## config.mk

```make
export PLATFORM = sky130hd
export DESIGN_NAME = sequence_emitter
export DESIGN_NICKNAME = d
export VERILOG_FILES = /design/src/rtl/sequence_emitter.sv
export SDC_FILE = /design/constraint.sdc
export NUM_CORES = 1
export LEC_CHECK = 0
export ABC_AREA = 0
export CELL_PAD_IN_SITES_DETAIL_PLACEMENT = 0
export CELL_PAD_IN_SITES_GLOBAL_PLACEMENT = 2
export CORE_MARGIN = 2
export CORE_UTILIZATION = 38
export CTS_CLUSTER_DIAMETER = 100
export DETAILED_ROUTE_END_ITERATION = 10
export GPL_TIMING_DRIVEN = 0
export PLACE_DENSITY = 0.88
export REMOVE_ABC_BUFFERS = 1
export SETUP_SLACK_MARGIN = 0.1
export SLEW_MARGIN = 20
export SYNTH_ARGS = -nofsm -noshare
export SYNTH_HDL_FRONTEND = slang
export SYNTH_SLANG_ARGS = --single-unit
```

## constraint.sdc

```tcl
create_clock -name clk -period 4.12 [get_ports clk]
set_input_delay 0.824 -clock clk [delete_from_list [all_inputs] [get_ports clk]]
set_output_delay 0.824 -clock clk [all_outputs]
set_load 0.1 [all_outputs]
```

## src/rtl/sequence_emitter.sv

```systemverilog
// Transmit side of the 3-bit symbol link: emits the 7-symbol frame repeat_cnt+1 times
// with gap idle cycles between frames. Optional SEQ_ALT_TAIL_EN adds tail_sel (last symbol 101).
module sequence_emitter #(
  parameter int REPEAT_W = 4,
  parameter int GAP_W    = 4
) (
  input  logic                clk,
  input  logic                reset_n,
  input  logic                start,
  input  logic                abort,
  input  logic [REPEAT_W-1:0] repeat_cnt,
  input  logic [GAP_W-1:0]    gap,
`ifdef SEQ_ALT_TAIL_EN
  input  logic                tail_sel,
`endif
  input  logic                data_ready,
  output logic [2:0]          data,
  output logic                data_valid,
  output logic                busy,
  output logic                done
);

  typedef enum logic [1:0] {IDLE, SEND, GAP} state_e;

  function automatic logic [2:0] sym_rom(input logic [2:0] idx, input logic alt);
    case (idx)
      3'd0:    sym_rom = 3'b001;
      3'd1:    sym_rom = 3'b101;
      3'd2:    sym_rom = 3'b110;
      3'd3:    sym_rom = 3'b000;
      3'd4:    sym_rom = 3'b110;
      3'd5:    sym_rom = 3'b110;
      3'd6:    sym_rom = alt ? 3'b101 : 3'b011;
      default: sym_rom = 3'b111;
    endcase
  endfunction

  state_e              state_q, state_d;
  logic [2:0]          sym_idx_q, sym_idx_d;
  logic [REPEAT_W-1:0] frame_ctr_q, frame_ctr_d, repeat_q, repeat_d;
  logic [GAP_W-1:0]    gap_ctr_q, gap_ctr_d, gap_q, gap_d;
  logic [2:0]          data_q, data_d;
  logic                data_valid_q, data_valid_d, busy_q, busy_d, done_q, done_d;
  logic                tail_q, tail_d;
  logic                xfer;

  always_comb begin
    state_d     = state_q;
    sym_idx_d   = sym_idx_q;
    frame_ctr_d = frame_ctr_q;
    gap_ctr_d   = gap_ctr_q;
    repeat_d    = repeat_q;
    gap_d       = gap_q;
    tail_d      = tail_q;
    done_d      = 1'b0;
    xfer        = data_valid_q & data_ready;
    case (state_q)
      IDLE: if (start) begin
        state_d     = SEND;
        sym_idx_d   = 3'd0;
        frame_ctr_d = '0;
        repeat_d    = repeat_cnt;
        gap_d       = gap;
`ifdef SEQ_ALT_TAIL_EN
        tail_d      = tail_sel;
`endif
      end
      SEND: if (xfer) begin
        if (sym_idx_q == 3'd6) begin
          sym_idx_d = 3'd0;
          // Compare before incrementing so all-ones repeat_cnt never wraps.
          if (frame_ctr_q == repeat_q) begin
            state_d = IDLE;
            done_d  = 1'b1;
          end else begin
            frame_ctr_d = frame_ctr_q + 1'b1;
            if (gap_q != '0) begin
              state_d   = GAP;
              gap_ctr_d = gap_q;
            end
          end
        end else begin
          sym_idx_d = sym_idx_q + 3'd1;
        end
      end
      GAP: begin
        gap_ctr_d = gap_ctr_q - 1'b1;
        if (gap_ctr_q == GAP_W'(1)) state_d = SEND;
      end
      default: state_d = IDLE;
    endcase
    if (abort) begin
      state_d   = IDLE;
      sym_idx_d = 3'd0;
      done_d    = 1'b0;
    end
    // Outputs are computed from next state so they register alongside it.
    data_valid_d = (state_d == SEND);
    data_d       = data_valid_d ? sym_rom(sym_idx_d, tail_d) : 3'b111;
    busy_d       = (state_d != IDLE);
  end

  always_ff @(posedge clk or negedge reset_n) begin
    if (!reset_n) begin
      state_q      <= IDLE;
      sym_idx_q    <= 3'd0;
      frame_ctr_q  <= '0;
      gap_ctr_q    <= '0;
      repeat_q     <= '0;
      gap_q        <= '0;
      tail_q       <= 1'b0;
      data_q       <= 3'b111;
      data_valid_q <= 1'b0;
      busy_q       <= 1'b0;
      done_q       <= 1'b0;
    end else begin
      state_q      <= state_d;
      sym_idx_q    <= sym_idx_d;
      frame_ctr_q  <= frame_ctr_d;
      gap_ctr_q    <= gap_ctr_d;
      repeat_q     <= repeat_d;
      gap_q        <= gap_d;
      tail_q       <= tail_d;
      data_q       <= data_d;
      data_valid_q <= data_valid_d;
      busy_q       <= busy_d;
      done_q       <= done_d;
    end
  end

  assign data       = data_q;
  assign data_valid = data_valid_q;
  assign busy       = busy_q;
  assign done       = done_q;

endmodule

```

==> results of run 1 <==
final cells by class:
cell class,instances,share of cell area
flip-flops and latches,27,0.398
repair buffers,18,0.102
well taps,48,0.0351
multi-input cells,101,0.434
inverters,2,0.00439
clock buffers,4,0.0264
cells in the mapped netlist (2+ instances only):
| master | count |
|---|---|
| o311ai_0 | 2 |
| and3_1 | 2 |
| nor4_1 | 2 |
| buf_4 | 2 |
| or2_0 | 2 |
| buf_2 | 4 |
| nor3_1 | 2 |
| o21ai_0 | 7 |
| nand4_1 | 2 |
| inv_1 | 2 |
| dfstp_2 | 3 |
| ha_1 | 3 |
| a221oi_1 | 2 |
| nor2_1 | 6 |
| clkbuf_1 | 2 |
| nand3_1 | 6 |
| mux2_2 | 9 |
| dfrtp_1 | 24 |
| a21oi_2 | 2 |
| a21oi_1 | 15 |
| nand2_1 | 5 |
| nand3b_1 | 3 |
| o21ai_1 | 2 |
| xnor2_1 | 5 |
| or2b_1 | 2 |
| nor2b_1 | 2 |
| nand4_2 | 2 |
| nand4b_1 | 2 |
state kept, by name, indices dropped and copies added (netlist names), 2 cells and up:
signal and flops:
data 3, frame_ctr_q 4, gap_ctr_q 4, gap_q 4, repeat_q 4, state_q 2, sym_idx_q 3
worst paths after layout:
check,start,to,slack [ns],cells past startpoint
min in group clk,repeat_q[0]$_DFFE_PN0P_,repeat_q[0]$_DFFE_PN0P_,0.54,1
min reg2reg,repeat_q[0]$_DFFE_PN0P_,repeat_q[0]$_DFFE_PN0P_,0.54,1
max reg2reg,state_q[0]$_DFF_PN0_,data[2]$_DFF_PN1_,1.90,5
max in group asynchronous,reset_n,frame_ctr_q[1]$_DFFE_PN0P_,3.19,1
max,data_valid$_DFF_PN0_,data_valid,1.36,1
min,reset_n,gap_ctr_q[2]$_DFFE_PN0P_,0.54,1
cells by family after synthesis:
| kind of cell | synth area share |
|---|---|
| buffers and inverters | 0.0414 |
| AND/OR/NAND/NOR | 0.186 |
| multiplexers | 0.0751 |
| AO/OA/AOI/OAI | 0.178 |
| flip-flops | 0.458 |
| XOR/XNOR | 0.0354 |
| adder cells (fa/ha/maj) | 0.0253 |
cell usage in the layout (no fill, tap or decap), types with 3 or more instances in the layout:
cell | netlist | final
clkdlybuf4s50_1 | 0 | 17
nand3_1 | 6 | 6
mux2_2 | 9 | 9
o21ai_0 | 7 | 7
ha_1 | 3 | 3
dfstp_2 | 3 | 3
nand3b_1 | 3 | 3
nor2_1 | 6 | 6
xnor2_1 | 5 | 5
clkbuf_8 | 0 | 3
nand2_1 | 5 | 5
a21oi_1 | 15 | 15
dfrtp_1 | 24 | 24
stage by stage:
stage               power, mW  cells  worst slack (ns)  utilization
global route            0.618    200              1.23        0.460
finish                  0.588    200              1.36        0.460
global placement        0.441    196              1.17        0.449
detailed placement      0.443    196              1.15        0.448
floorplan               0.400    130              2.03            -
CTS                     0.593    200              1.37        0.460
power by group through the flow:
| stage | Clock (mW) | Combinational (mW) | Sequential (mW) |
|---|---|---|---|
| global placement | 0 | 0.128 | 0.314 |
| finish | 0.152 | 0.128 | 0.309 |
| global route | 0.166 | 0.140 | 0.313 |
| floorplan | 0 | 0.0635 | 0.337 |
| detailed placement | 0 | 0.129 | 0.314 |
| CTS | 0.155 | 0.129 | 0.309 |
metal layers:
metal,up-vias,track usage
met5,-,0
met4,0,0.0510
met3,8,0.0338
met2,28,0.243
met1,548,0.194
li1,537,-
==> qor.txt, run 1 <==
Run status -> finished clean
Final TNS setup -> 0 ns
# nets final -> 169
Top cell type by total area after synthesis -> dfrtp_1
Met1 Wirelength -> 1.31 mm
TritonRoute pass-1 iters -> 4
Worst-margin pin slew -> 0.964 ns
Multi-input gate area -> 742 um2
Tcrit/Tclk final -> 0.669
Crit path capture type -> primary output
Drt drc -> 0
Area Growth Syn to Fin -> 15.3%
Layout cells sized above 1 -> 0.178
Cell Pwr Density -> 344 mW/mm2
Seq/Total Area, Yosys -> 0.458
# IOs -> 19
CP Max Fanout -> 7
Final-report max-slew violation count -> 0
Layout fillers -> 353
First-pass GRT wire length -> 5.09 mm
Setup repair bufs after CTS -> 0
CTS resizes -> 0
Reg clk slew, reported paths -> 0.09 ns
Worst Setup Path Type -> reg2out
Ant. Diodes -> 0
CTS Sinks -> 27
Worst path max stage delay -> 1.18 ns
Power share of the combinational group -> 0.217
Vias in the first global route -> 1115
Die Wd -> 66.5 um
CP Data Required Time -> 3.30 ns
Met3 WL -> 122 um
Highest routed layer -> met4
CP delay by family, top -> buffers and inverters
Register Area -> 679 um2
Flops & latches, synth -> 27
Int Pwr -> 0.409 mW
RSZ-0062 raised after global routing -> no
Die Height -> 66.5 um
DR WL/cell -> 14.4 um
Top post-synthesis cells by area -> dfrtp_1 (41%), mux2_2 (6.8%), dfstp_2 (5.3%)
Initial antenna violation count -> 0
Syn_area_per_cell -> 10.7 um2
Crit path buf inv count -> 1
Crit path max-delay cell type -> clkdlybuf4s50_1
Max-Slew Margin vs Limit -> 0.356
Design area -> 0.00171 mm2
Met2 routed WL -> 1.40 mm
ANT nets after route -> 0
Count of final setup violators -> 0
Hold buffers post-CTS -> 0
Full die area -> 0.00442 mm2
Placer congestion estimate -> 0.773
Cts bufs inserted -> 3
Switch Pwr -> 0.179 mW
Max VDD drop -> 0.305 mV
Leak Pwr -> 0.685 nW
Total grt overflow -> 0
Final wirelength -> 2.89 mm
Final min period -> 2.76 ns
Number of vias per cell -> 5.61
CTS Buffer Depth -> 2
Post-detail-place hpwl -> 2.04 mm
Placed inst area -> 0.00166 mm2
Post-synth EDFFs -> 0
CP startpoint kind -> flop
H-tree Lvls -> 1
Post-synthesis cell area -> 0.00148 mm2
Primary FF master, synth -> dfrtp_1
Synth Instances -> 139
Sequential power share -> 0.525
Synth unique cells -> 45
CTS tree -> built
Worst EP arrival -> 1.93 ns
Max cap viols -> 0
Min Hold Slack -> 0.536 ns
Initial detailed-routing violation count -> 79
Largest net degree at the start of global routing -> 28
Gr usage total -> 0.149
Achievable Freq -> 363 MHz
Hold Path Class -> in2async
Synth top area share -> 0.405
Clock share of power -> 0.258
Root buf cell -> clkbuf_8
Async S/R FF share, synth -> 1.00
Worst skew pair latency -> 0.27 ns
Starting Density -> 0.399
Total core area -> 0.00372 mm2
Switching share of power -> 0.305
Crit path cell chain -> clkdlybuf4s50_1
Final Hold Fails -> 0
Port Buffers -> 18
Clock Skews -> 0.00101 ns
Vias -> 1121
YS warnings -> 0
Num rows -> 22
Power figures use the tool's default switching activity.
==> run 2, diff against run 1 <==
CORE_UTILIZATION = 35   (was 38)
PLACE_DENSITY = 0.83   (was 0.88)
clock period = 2.7 ns   (was 4.12 ns; I/O delays follow)
==> qor.txt, run 2 (synthesized netlist as in run 1, its figures left out) <==
CTS Sinks -> 27 (unchanged)
Placer congestion estimate -> 0.806 (+4.2%)
ANT nets after route -> 0 (unchanged)
Hold Path Class -> in2async
Number of cells on the critical path -> 1 (unchanged)
CP delay by family, top -> buffers and inverters
DR WL/cell -> 14.8 um (+2.6%)
Full die area -> 0.00477 mm2 (+8.0%)
Ant. Diodes -> 0 (unchanged)
Min Hold Slack -> 0.274 ns (-0.261 ns)
Layout cells sized above 1 -> 0.178 (unchanged)
# IOs -> 19 (unchanged)
# nets final -> 169 (unchanged)
CP Capture Point -> data_valid
Largest net degree at the start of global routing -> 28 (unchanged)
Final Hold Fails -> 0 (unchanged)
Reg-to-Reg Start -> state_q[0]$_DFF_PN0_
Crit path capture type -> primary output
Die Wd -> 69.1 um (+3.9%)
Cell Pwr Density -> 521 mW/mm2 (+51%)
CTS Buffer Depth -> 2 (unchanged)
Drt drc -> 0 (unchanged)
Final min period -> 2.47 ns
Achievable Freq -> 405 MHz
Num rows -> 23 (+4.5%)
Hold buffers post-CTS -> 0 (unchanged)
CP Max Fanout -> 7 (unchanged)
Crit path cell chain -> clkdlybuf4s50_1
CP startpoint kind -> flop
CP Data Required Time -> 2.16 ns (-1.14 ns)
Final TNS setup -> 0 ns (unchanged)
Root buf cell -> clkbuf_8
R2R cell count -> 4 (-1)
First-pass GRT wire length -> 5.35 mm (+5.3%)
Worst Setup Path Type -> reg2out
CTS resizes -> 0 (unchanged)
Worst EP arrival -> 1.93 ns (about the same)
Area Growth Syn to Fin -> 15.4%
Most frequent cells in the layout -> dfrtp_1 (24), clkdlybuf4s50_1 (17), a21oi_1 (15)
CTS tree -> built
Gr usage total -> 0.136 (-0.0128)
Die Height -> 69.1 um (+3.9%)
Clock Skews -> 0.00262 ns (+0.00161 ns)
RR Endpoint -> gap_ctr_q[2]$_DFFE_PN0P_
Commonest non-fill, non-tap cell in the layout -> dfrtp_1
Vias in the first global route -> 1130 (+1.3%)
Number of vias per cell -> 5.41 (-3.5%)
Port Buffers -> 18 (unchanged)
Total core area -> 0.00403 mm2 (+8.4%)
Worst path max stage delay -> 1.18 ns (about the same)
Initial antenna violation count -> 0 (unchanged)
Max cap viols -> 0 (unchanged)
Leak Pwr -> 0.685 nW (unchanged)
Critical path origin -> data_valid$_DFF_PN0_
Vias -> 1093 (-2.5%)
Worst-margin pin slew -> 0.964 ns (+0.000447 ns)
Tcrit/Tclk final -> 0.914
Total grt overflow -> 0 (unchanged)
RSZ-0062 raised after global routing -> no
Crit path buf inv count -> 1 (unchanged)
Max-Slew Margin vs Limit -> 0.355 (about the same)
Cts bufs inserted -> 3 (unchanged)
Reg clk slew, reported paths -> 0.09 ns (about the same)
Final-report max-slew violation count -> 0 (unchanged)
Max VDD drop -> 0.240 mV (-21%)
Worst skew pair latency -> 0.26 ns (about the same)
Run status -> finished clean
Final wirelength -> 2.99 mm (+3.7%)
Starting Density -> 0.368 (-0.0310)
TritonRoute pass-1 iters -> 4 (unchanged)
Initial detailed-routing violation count -> 49 (-38%)
Setup repair bufs after CTS -> 0 (unchanged)
R2r setup slk -> 0.55 ns (-1.35 ns)
Post-detail-place hpwl -> 2.15 mm (+5.3%)
Count of final setup violators -> 0 (unchanged)
H-tree Lvls -> 1 (unchanged)
Crit path max-delay cell type -> clkdlybuf4s50_1
==> run 2: cell counts in the layout (fill, tap and decap cells not counted) <==
Identical to the previous run, type by type.
==> run 2: per-layer routing <==
layer | global-route usage | part of all wire | up-vias
li1 | - | - | 537
met1 | 0.188 | 0.47 | 539
met2 | 0.229 | 0.50 | 15
met3 | 0.0175 | 0.024 | 2
met4 | 0.0261 | 0.0047 | 0
met5 | 0 | 0 | -
==> run 2: worst min path at each step <==
stage	depth (start not counted)	to	slack [ns]	start
after CTS	1	repeat_q[2]$_DFFE_PN0P_	0.29	reset_n
after global placement	1	repeat_q[1]$_DFFE_PN0P_	0.51	repeat_q[1]$_DFFE_PN0P_
after global routing	1	repeat_q[2]$_DFFE_PN0P_	0.31	reset_n
after detailed placement	1	repeat_q[0]$_DFFE_PN0P_	0.52	repeat_q[0]$_DFFE_PN0P_
after floorplan	0	busy$_DFF_PN0_	0.24	reset_n
final	1	frame_ctr_q[2]$_DFFE_PN0P_	0.27	reset_n
==> run 2: cell type report <==
class	instances	area [um2]
tap	50	62.6
timing repair buffer	18	175
fill	401	2320
sequential	27	679
clock buffer	4	45.0
multi-input combinational	101	742
inverter	2	7.51
==> run 2: stage by stage <==
step	instances	total power [mW]	util	setup WS [ns]	area (um2)
5_1_grt	202	0.948	0.425	0.162	1710
2_1_floorplan	130	0.611	-	0.611	1430
6_report	202	0.891	0.425	0.231	1710
3_3_place_gp	198	0.673	0.415	0.0674	1670
3_5_place_dp	198	0.677	0.414	0.0400	1670
4_1_cts	202	0.906	0.425	0.215	1710
==> run 2: where the power goes <==
part | internal (mW) | switching [mW]
registers | 0.439 | 0.0313
clock network | 0.105 | 0.120
logic | 0.0789 | 0.117
total | 0.624 | 0.268
==> run 3, diff against run 2 <==
SKIP_CTS_REPAIR_TIMING = 1   (was not set)
==> results of run 3 <==
Final layout, timing and power as in run 2 (identical DEF).
